`src/rtl/ram_arbiter.sv`:
```
// ram_arbiter: a two-port arbiter and sequencer that sits in front of a single-port
// synchronous RAM.
//   - Port 0 is instruction fetch. Port 1 is data load/store.
//   - The winning command is registered onto the RAM pins.
//   - Read data comes back on a shared rdata bus, qualified by a one-cycle
//     rvalid0/rvalid1 pulse.
//   - Every output is registered, so there is no combinational path from a
//     req input to any output.
//
// Configuration macro: RAM_ARB_FIXED_PRIO_EN
//   defined     - fixed priority, port 0 always wins a tie.
//   undefined   - round-robin, the port that was not the last winner wins a tie.
//
// Ports:
//   clk, rst_n               clock (rising edge), async active-low reset
//   req0/1                   access request, held until the matching gnt is seen
//   we0/1, addr0/1, wdata0/1 command fields, stable while req is high
//   gnt0/1                   one-cycle pulse: request accepted
//   rvalid0/1                one-cycle pulse: rdata holds this port's read result
//   rdata                    shared read data
//   busy                     high whenever the sequencer is not idle
//   ram_we, ram_addr,
//   ram_data_in              registered command to the RAM
//   ram_data_out             RAM read data, valid the cycle after the address edge
module ram_arbiter #(
    parameter int ADDR_W = 8,
    parameter int DATA_W = 8
) (
    input  logic              clk,
    input  logic              rst_n,
    input  logic              req0,
    input  logic              req1,
    input  logic              we0,
    input  logic              we1,
    input  logic [ADDR_W-1:0] addr0,
    input  logic [ADDR_W-1:0] addr1,
    input  logic [DATA_W-1:0] wdata0,
    input  logic [DATA_W-1:0] wdata1,
    output logic              gnt0,
    output logic              gnt1,
    output logic              rvalid0,
    output logic              rvalid1,
    output logic [DATA_W-1:0] rdata,
    output logic              busy,
    output logic              ram_we,
    output logic [ADDR_W-1:0] ram_addr,
    output logic [DATA_W-1:0] ram_data_in,
    input  logic [DATA_W-1:0] ram_data_out
);

    typedef enum logic [1:0] {IDLE, ACCESS, RDWAIT, RESP} state_t;

    state_t            state, state_nx;
    logic              win, win_nx;      // 0 = port 0 owns the current access
    logic              pick;             // winner if a request is taken this cycle
    logic              gnt0_nx, gnt1_nx, rvalid0_nx, rvalid1_nx, busy_nx, ram_we_nx;
    logic [ADDR_W-1:0] ram_addr_nx;
    logic [DATA_W-1:0] ram_din_nx, rdata_nx;
`ifndef RAM_ARB_FIXED_PRIO_EN
    logic              last, last_nx;    // last winner; resets to 1 so port 0 wins the first tie
`endif

    always_ff @(posedge clk or negedge rst_n) begin
        if (!rst_n) begin
            state       <= IDLE;
            win         <= 1'b0;
            gnt0        <= 1'b0;
            gnt1        <= 1'b0;
            rvalid0     <= 1'b0;
            rvalid1     <= 1'b0;
            busy        <= 1'b0;
            ram_we      <= 1'b0;
            ram_addr    <= '0;
            ram_data_in <= '0;
            rdata       <= '0;
`ifndef RAM_ARB_FIXED_PRIO_EN
            last        <= 1'b1;
`endif
        end else begin
            state       <= state_nx;
            win         <= win_nx;
            gnt0        <= gnt0_nx;
            gnt1        <= gnt1_nx;
            rvalid0     <= rvalid0_nx;
            rvalid1     <= rvalid1_nx;
            busy        <= busy_nx;
            ram_we      <= ram_we_nx;
            ram_addr    <= ram_addr_nx;
            ram_data_in <= ram_din_nx;
            rdata       <= rdata_nx;
`ifndef RAM_ARB_FIXED_PRIO_EN
            last        <= last_nx;
`endif
        end
    end

    always_comb begin
        state_nx    = state;
        win_nx      = win;
        gnt0_nx     = 1'b0;
        gnt1_nx     = 1'b0;
        rvalid0_nx  = 1'b0;
        rvalid1_nx  = 1'b0;
        ram_we_nx   = 1'b0;
        ram_addr_nx = ram_addr;
        ram_din_nx  = ram_data_in;
        rdata_nx    = rdata;
`ifdef RAM_ARB_FIXED_PRIO_EN
        pick        = !req0;
`else
        last_nx     = last;
        pick        = (req0 && req1) ? !last : req1;
`endif
        case (state)
            IDLE: begin
                if (req0 || req1) begin
                    // Gnt is raised for the ACCESS cycle, together with the RAM command.
                    state_nx    = ACCESS;
                    win_nx      = pick;
                    gnt0_nx     = !pick;
                    gnt1_nx     = pick;
                    ram_we_nx   = pick ? we1 : we0;
                    ram_addr_nx = pick ? addr1 : addr0;
                    ram_din_nx  = pick ? wdata1 : wdata0;
                end
            end
            ACCESS: begin
                state_nx = ram_we ? IDLE : RDWAIT;
`ifndef RAM_ARB_FIXED_PRIO_EN
                last_nx  = win;
`endif
            end
            RDWAIT: begin
                rdata_nx   = ram_data_out;
                rvalid0_nx = !win;
                rvalid1_nx = win;
                state_nx   = RESP;
            end
            RESP:    state_nx = IDLE;
            default: state_nx = IDLE;
        endcase
        busy_nx = (state_nx != IDLE);
    end

endmodule

```
`config.mk`:
```
export PLATFORM = sky130hd
export DESIGN_NAME = ram_arbiter
export DESIGN_NICKNAME = d
export VERILOG_FILES = /design/src/rtl/ram_arbiter.sv
export SDC_FILE = /design/constraint.sdc
export NUM_CORES = 1
export LEC_CHECK = 0
export BUFFER_PORTS_ARGS = -buffer_cell sky130_fd_sc_hd__buf_2
export CAP_MARGIN = 30
export CORE_MARGIN = 10
export CORE_UTILIZATION = 40
export CTS_BUF_LIST = sky130_fd_sc_hd__clkbuf_8 sky130_fd_sc_hd__clkbuf_16
export CTS_CLUSTER_SIZE = 25
export DETAILED_ROUTE_END_ITERATION = 8
export PLACE_DENSITY_LB_ADDON = 0.25
export SLEW_MARGIN = 5
export SYNTH_ARGS = -nofsm -noshare
export SYNTH_HDL_FRONTEND = slang
export SYNTH_SLANG_ARGS = --single-unit
```
`constraint.sdc`:
```
create_clock -name clk -period 1.5 [get_ports clk]
set_input_delay 0.225 -clock clk [delete_from_list [all_inputs] [get_ports clk]]
set_output_delay 0.225 -clock clk [all_outputs]
set_load 0.1 [all_outputs]
```
# After elaboration in Yosys (flattened, before gate mapping)
# Cells that the tools add are included.
dict set report op_classes {
  n_eq_ne 3
  n_mux 15
  reduce_logical 8
}
# op count
set op_table {}
lappend op_table {{$mux 8} 2}
lappend op_table {{$mux 1} 10}
lappend op_table {{$pmux 2 s4} 1}
lappend op_table {{$eq 2x2->1 const B} 2}
lappend op_table {{$mux 2} 2}
lappend op_table {{$logic_not 1->1} 3}
lappend op_table {{$eq 2x1->1 const B} 1}
lappend op_table {{$logic_not 2->1} 1}
lappend op_table {{$reduce_and 2->1} 1}
lappend op_table {{$reduce_bool 2->1} 1}
lappend op_table {{$logic_and 1x1->1} 1}
lappend op_table {{$logic_or 1x1->1} 1}
dict set report word_totals {
  ff_bits 34
  output_inout_bits 30
}

# Depth between registers and ports, before layout
dict set report logic_depth {
  depth_word 5
  mapped_depth 5
  depth_no_buf 3
}

# Worst setup path after synthesis
# No wires, ideal clock.
dict set report synth_path {
  path_type {register to register}
  start {register last}
  end {register ram_addr[2]}
  setup_ps 126
  arrival_ps 1424
  slack_ps -50
  path_stages_with_launch 6
  path_buffers 2
  period_less_slack_ps 1550
  cell_sequence {dfstp_2 -> a21bo_1 -> buf_6 -> buf_8 -> mux2_4 -> mux2_2}
}
dict set report synth_between {
  elab_chain_cells 3
}
# item line_no
set synth_lines {}
lappend synth_lines {{start, declared} 60} ;# logic last, last_nx;
lappend synth_lines {{start signal, assigned} 92} ;# last <= last_nx;
lappend synth_lines {{$logic_not 1->1} 112} ;# pick = (req0 && req1) ? !last : req1;
lappend synth_lines {{$mux 1} 112}
lappend synth_lines {{$mux 8} 123} ;# ram_addr_nx = pick ? addr1 : addr0;
lappend synth_lines {{end signal, assigned} 88} ;# ram_addr <= ram_addr_nx;
lappend synth_lines {{end, declared} 46} ;# output logic [ADDR_W-1:0] ram_addr,
# Every way passes these cells.
# A chain may end at the register's enable or synchronous reset.

# Final worst setup path
dict set report layout_path {
  start {register last}
  end {register ram_data_in[3]}
}
dict set report layout_between {
  elab_chain_cells 3
}
# item line_no
set layout_lines {}
lappend layout_lines {{$logic_not 1->1} 112}
lappend layout_lines {{$mux 1} 112}
lappend layout_lines {{$mux 8} 124} ;# ram_din_nx = pick ? wdata1 : wdata0;
lappend layout_lines {{end signal, assigned} 89} ;# ram_data_in <= ram_din_nx;
lappend layout_lines {{end, declared} 47} ;# output logic [DATA_W-1:0] ram_data_in,
# Every way passes these cells.

==> summary.md <==
| Metric | Value |
|---|---|
| Status | finished with violations |
| Failing checks | setup timing |
| Root Driver | clkbuf_8 |
| Largest family of logic cells by synthesized area | multiplexers |
| Layout Cell Area excl Fill | 2044 sq um |
| Core footprint | 3606 sq um |
| Req. time, crit path | 1.66 ns |
| Post-synth top flop | dfrtp_1 |
| IO Pins | 76 |
| Final WS setup | -0.01556 ns |
| Mapped cell area | 1479 sq um |
| Number of max-cap violations | 0 |
| CTS tree | yes |
| H-Tree Level Count | 2 |
| Startpoint types | flop |
| Compound-Gate Fraction of Synth Area | 0.01861 |
| GRT overflow | 0 |
| Ant. Diodes | 0 |
| Worst Path Arrival | 1.68 ns |
| Hold WS | 0.005581 ns |
| Antenna violations before repair | 0 |
| Remaining DRCs | 0 |
| R2R depth | 4 |
| Finished Layout Cells | 245 |
| Clk_skew | 0.004851 ns |
| Synthesized Nets | 159 |
| CTS Sinks | 34 |
| Cells taking the most area after synthesis | dfrtp_1 56%, mux2_2 20%, mux2_4 7.1% |
| Die height | 80.81 um |
| Fmax | 0.6598 GHz |
| Vias/cell | 4.596 |
| Share of cells above drive strength 1 | 0.6345 |
| Final #Nets | 242 |
| Setup violators final | 12 |
| Final cycle utilization of the critical path | 1.010 |
| Placed insts | 237 |
| Row count | 22 |
| Top cell type's share of synthesized area | 0.5584 |
| # fillers | 333 |
| Reg2Reg Setup Slack | -0.02 ns |
| Clock buffer count from CTS | 5 |
| First-pass GRT wire length | 5.934 mm |
| Placed inst area | 1939 sq um |
| RePlAce Congestion | 0.7032 |
| Most frequent cell after synthesis | dfrtp_1 |
| Post-synth EDFFs | 0 |
| Simple-gate area share of the yosys netlist | 0.09983 |
| Area occupied by multi-input gates | 600.6 sq um |
| Number of port buffers | 75 |
| Register Area | 852.1 sq um |
| Mean post-synth cell area | 13.09 sq um |
| Dpl hpwl | 2.993 mm |
| Worst skew pair latency | 0.28 ns |
| Worst r2r dst | ram_data_in[3]$_DFFE_PN0P_ |
| Hold-fix buffers at CTS | 0 |
| Clk pin slew, worst setup/hold paths | 0.07 ns |
| Number of setup buffers added after CTS | 0 |
| Vias in the first global route | 1257 |
| Final Max Slew Viols | 0 |
| Setup repair after global routing missed its margin | true |
| Gr usage total | 0.1160 |
| Pre-CTS setup slack | -0.05973 ns |
| Yosys top cell by area | dfrtp_1 |
| Die W | 80.81 um |
| Synth Area in Adders | 0 |
| Most frequent cells after synthesis | 33 x dfrtp_1, 26 x mux2_2, 25 x nand2_1 |
| Sequential area share after synthesis | 0.5761 |
| Area delta synth->final | 38.24% |
| CP Max Fanout | 9 |
| Worst r2r src | last$_DFFE_PN1N_ |
| Starting density of the core | 0.4101 |
| WL per Instance | 15.15 um |
| Post-synthesis xor/xnor area fraction | 0 |
| Area of the die | 6529 sq um |
| Tightest Hold Check Type | input port to asynchronous set/reset pin |
| Iter 0 DRT Violations | 46 |
| Worst slew margin | 0.5125 |
| Antenna viol nets, final | 0 |
| Hold Violations, Final | 0 |
| Critical path class | flop to flop |
| Clk buf depth | 2 |
| Setup crit end kind | flop |
| Post-synthesis sequential element count | 34 |
| Largest net degree at the start of global routing | 35 |
| Via Count | 1126 |
| Min cycle time layout | 1.516 ns |
| Final WL | 3.712 mm |
| Syn Inst Count | 113 |
| Worst slew pin tran | 0.7313 ns |
| Distinct cells, synth | 18 |
| FFs w/ async S/R, synth | 1.000 |
| Synth warn | 0 |
| Post-synthesis mux area share | 0.2758 |
| DRT Pass-1 Iters | 4 |
## how the worst max path moves through the flow
stage                           startpoint                          to
final                     last$_DFFE_PN1N_  ram_data_in[3]$_DFFE_PN0P_
after global routing      last$_DFFE_PN1N_  ram_data_in[5]$_DFFE_PN0P_
after CTS                 last$_DFFE_PN1N_  ram_data_in[3]$_DFFE_PN0P_
after detailed placement  last$_DFFE_PN1N_  ram_data_in[3]$_DFFE_PN0P_
after global placement    last$_DFFE_PN1N_  ram_data_in[0]$_DFFE_PN0P_
after floorplan           last$_DFFE_PN1N_     ram_addr[2]$_DFFE_PN0P_
## layout by cell type (no fill, tap or decap), types with 2 or more instances in the layout
master,Yosys,layout
buf_2,2,75
dfrtp_1,33,33
nand2_1,25,25
mux2_2,26,24
mux2_4,7,9
clkbuf_8,0,6
buf_4,0,6
nand2b_1,3,3
nor2_1,3,3
nor2b_1,2,2
## repair_timing
action	4_1_cts	5_1_grt
hold endpoints to repair	0	0
setup endpoints to repair	16	16
gates resized for setup	2	2
## through the flow
step,TNS [ns],util
after global placement,-0.3167,0.5378
after global routing,-0.5609,0.5670
after CTS,-0.1330,0.5649
after detailed placement,-0.8238,0.5378
after floorplan,-0.3504,-
final,-0.1130,0.5670
## layout make-up
type / count / area share
Sequential cell: 34 / 0.4168
Tap cell: 48 / 0.02938
Clock inverter: 2 / 0.004284
Clock buffer: 6 / 0.04039
Timing Repair Buffer: 82 / 0.2154
Multi-Input combinational cell: 73 / 0.2938
## state kept, by name (all words and copies together), names as in the netlist, 2 cells and up
signal,flops
state,2
ram_data_in,8
ram_addr,8
rdata,8
## kinds of logic after synthesis
family,count (synthesis)
AOI/OAI and AO/OA,4
buffers and inverters,6
DFF,34
muxes,34
and+or+nand+nor,35
## metal layers
layer,part of all wire,global-route usage,wire length (um),vias to the layer above
met5,0,0,0,-
met4,0.010,0.04671,38,0
met3,0.098,0.05408,365,4
met2,0.52,0.2006,1938,42
met1,0.37,0.1194,1369,540
li1,-,-,-,540
## critical path, cell delays in order, from the launching register on
cell and delay, ns:
dfstp_2 0.54, a21bo_4 0.15, buf_12 0.13, mux2_2 0.33, mux2_2 0.25
Power is not shown: default switching activity piles up to over one toggle a cycle in this logic, so the estimate is an artifact.
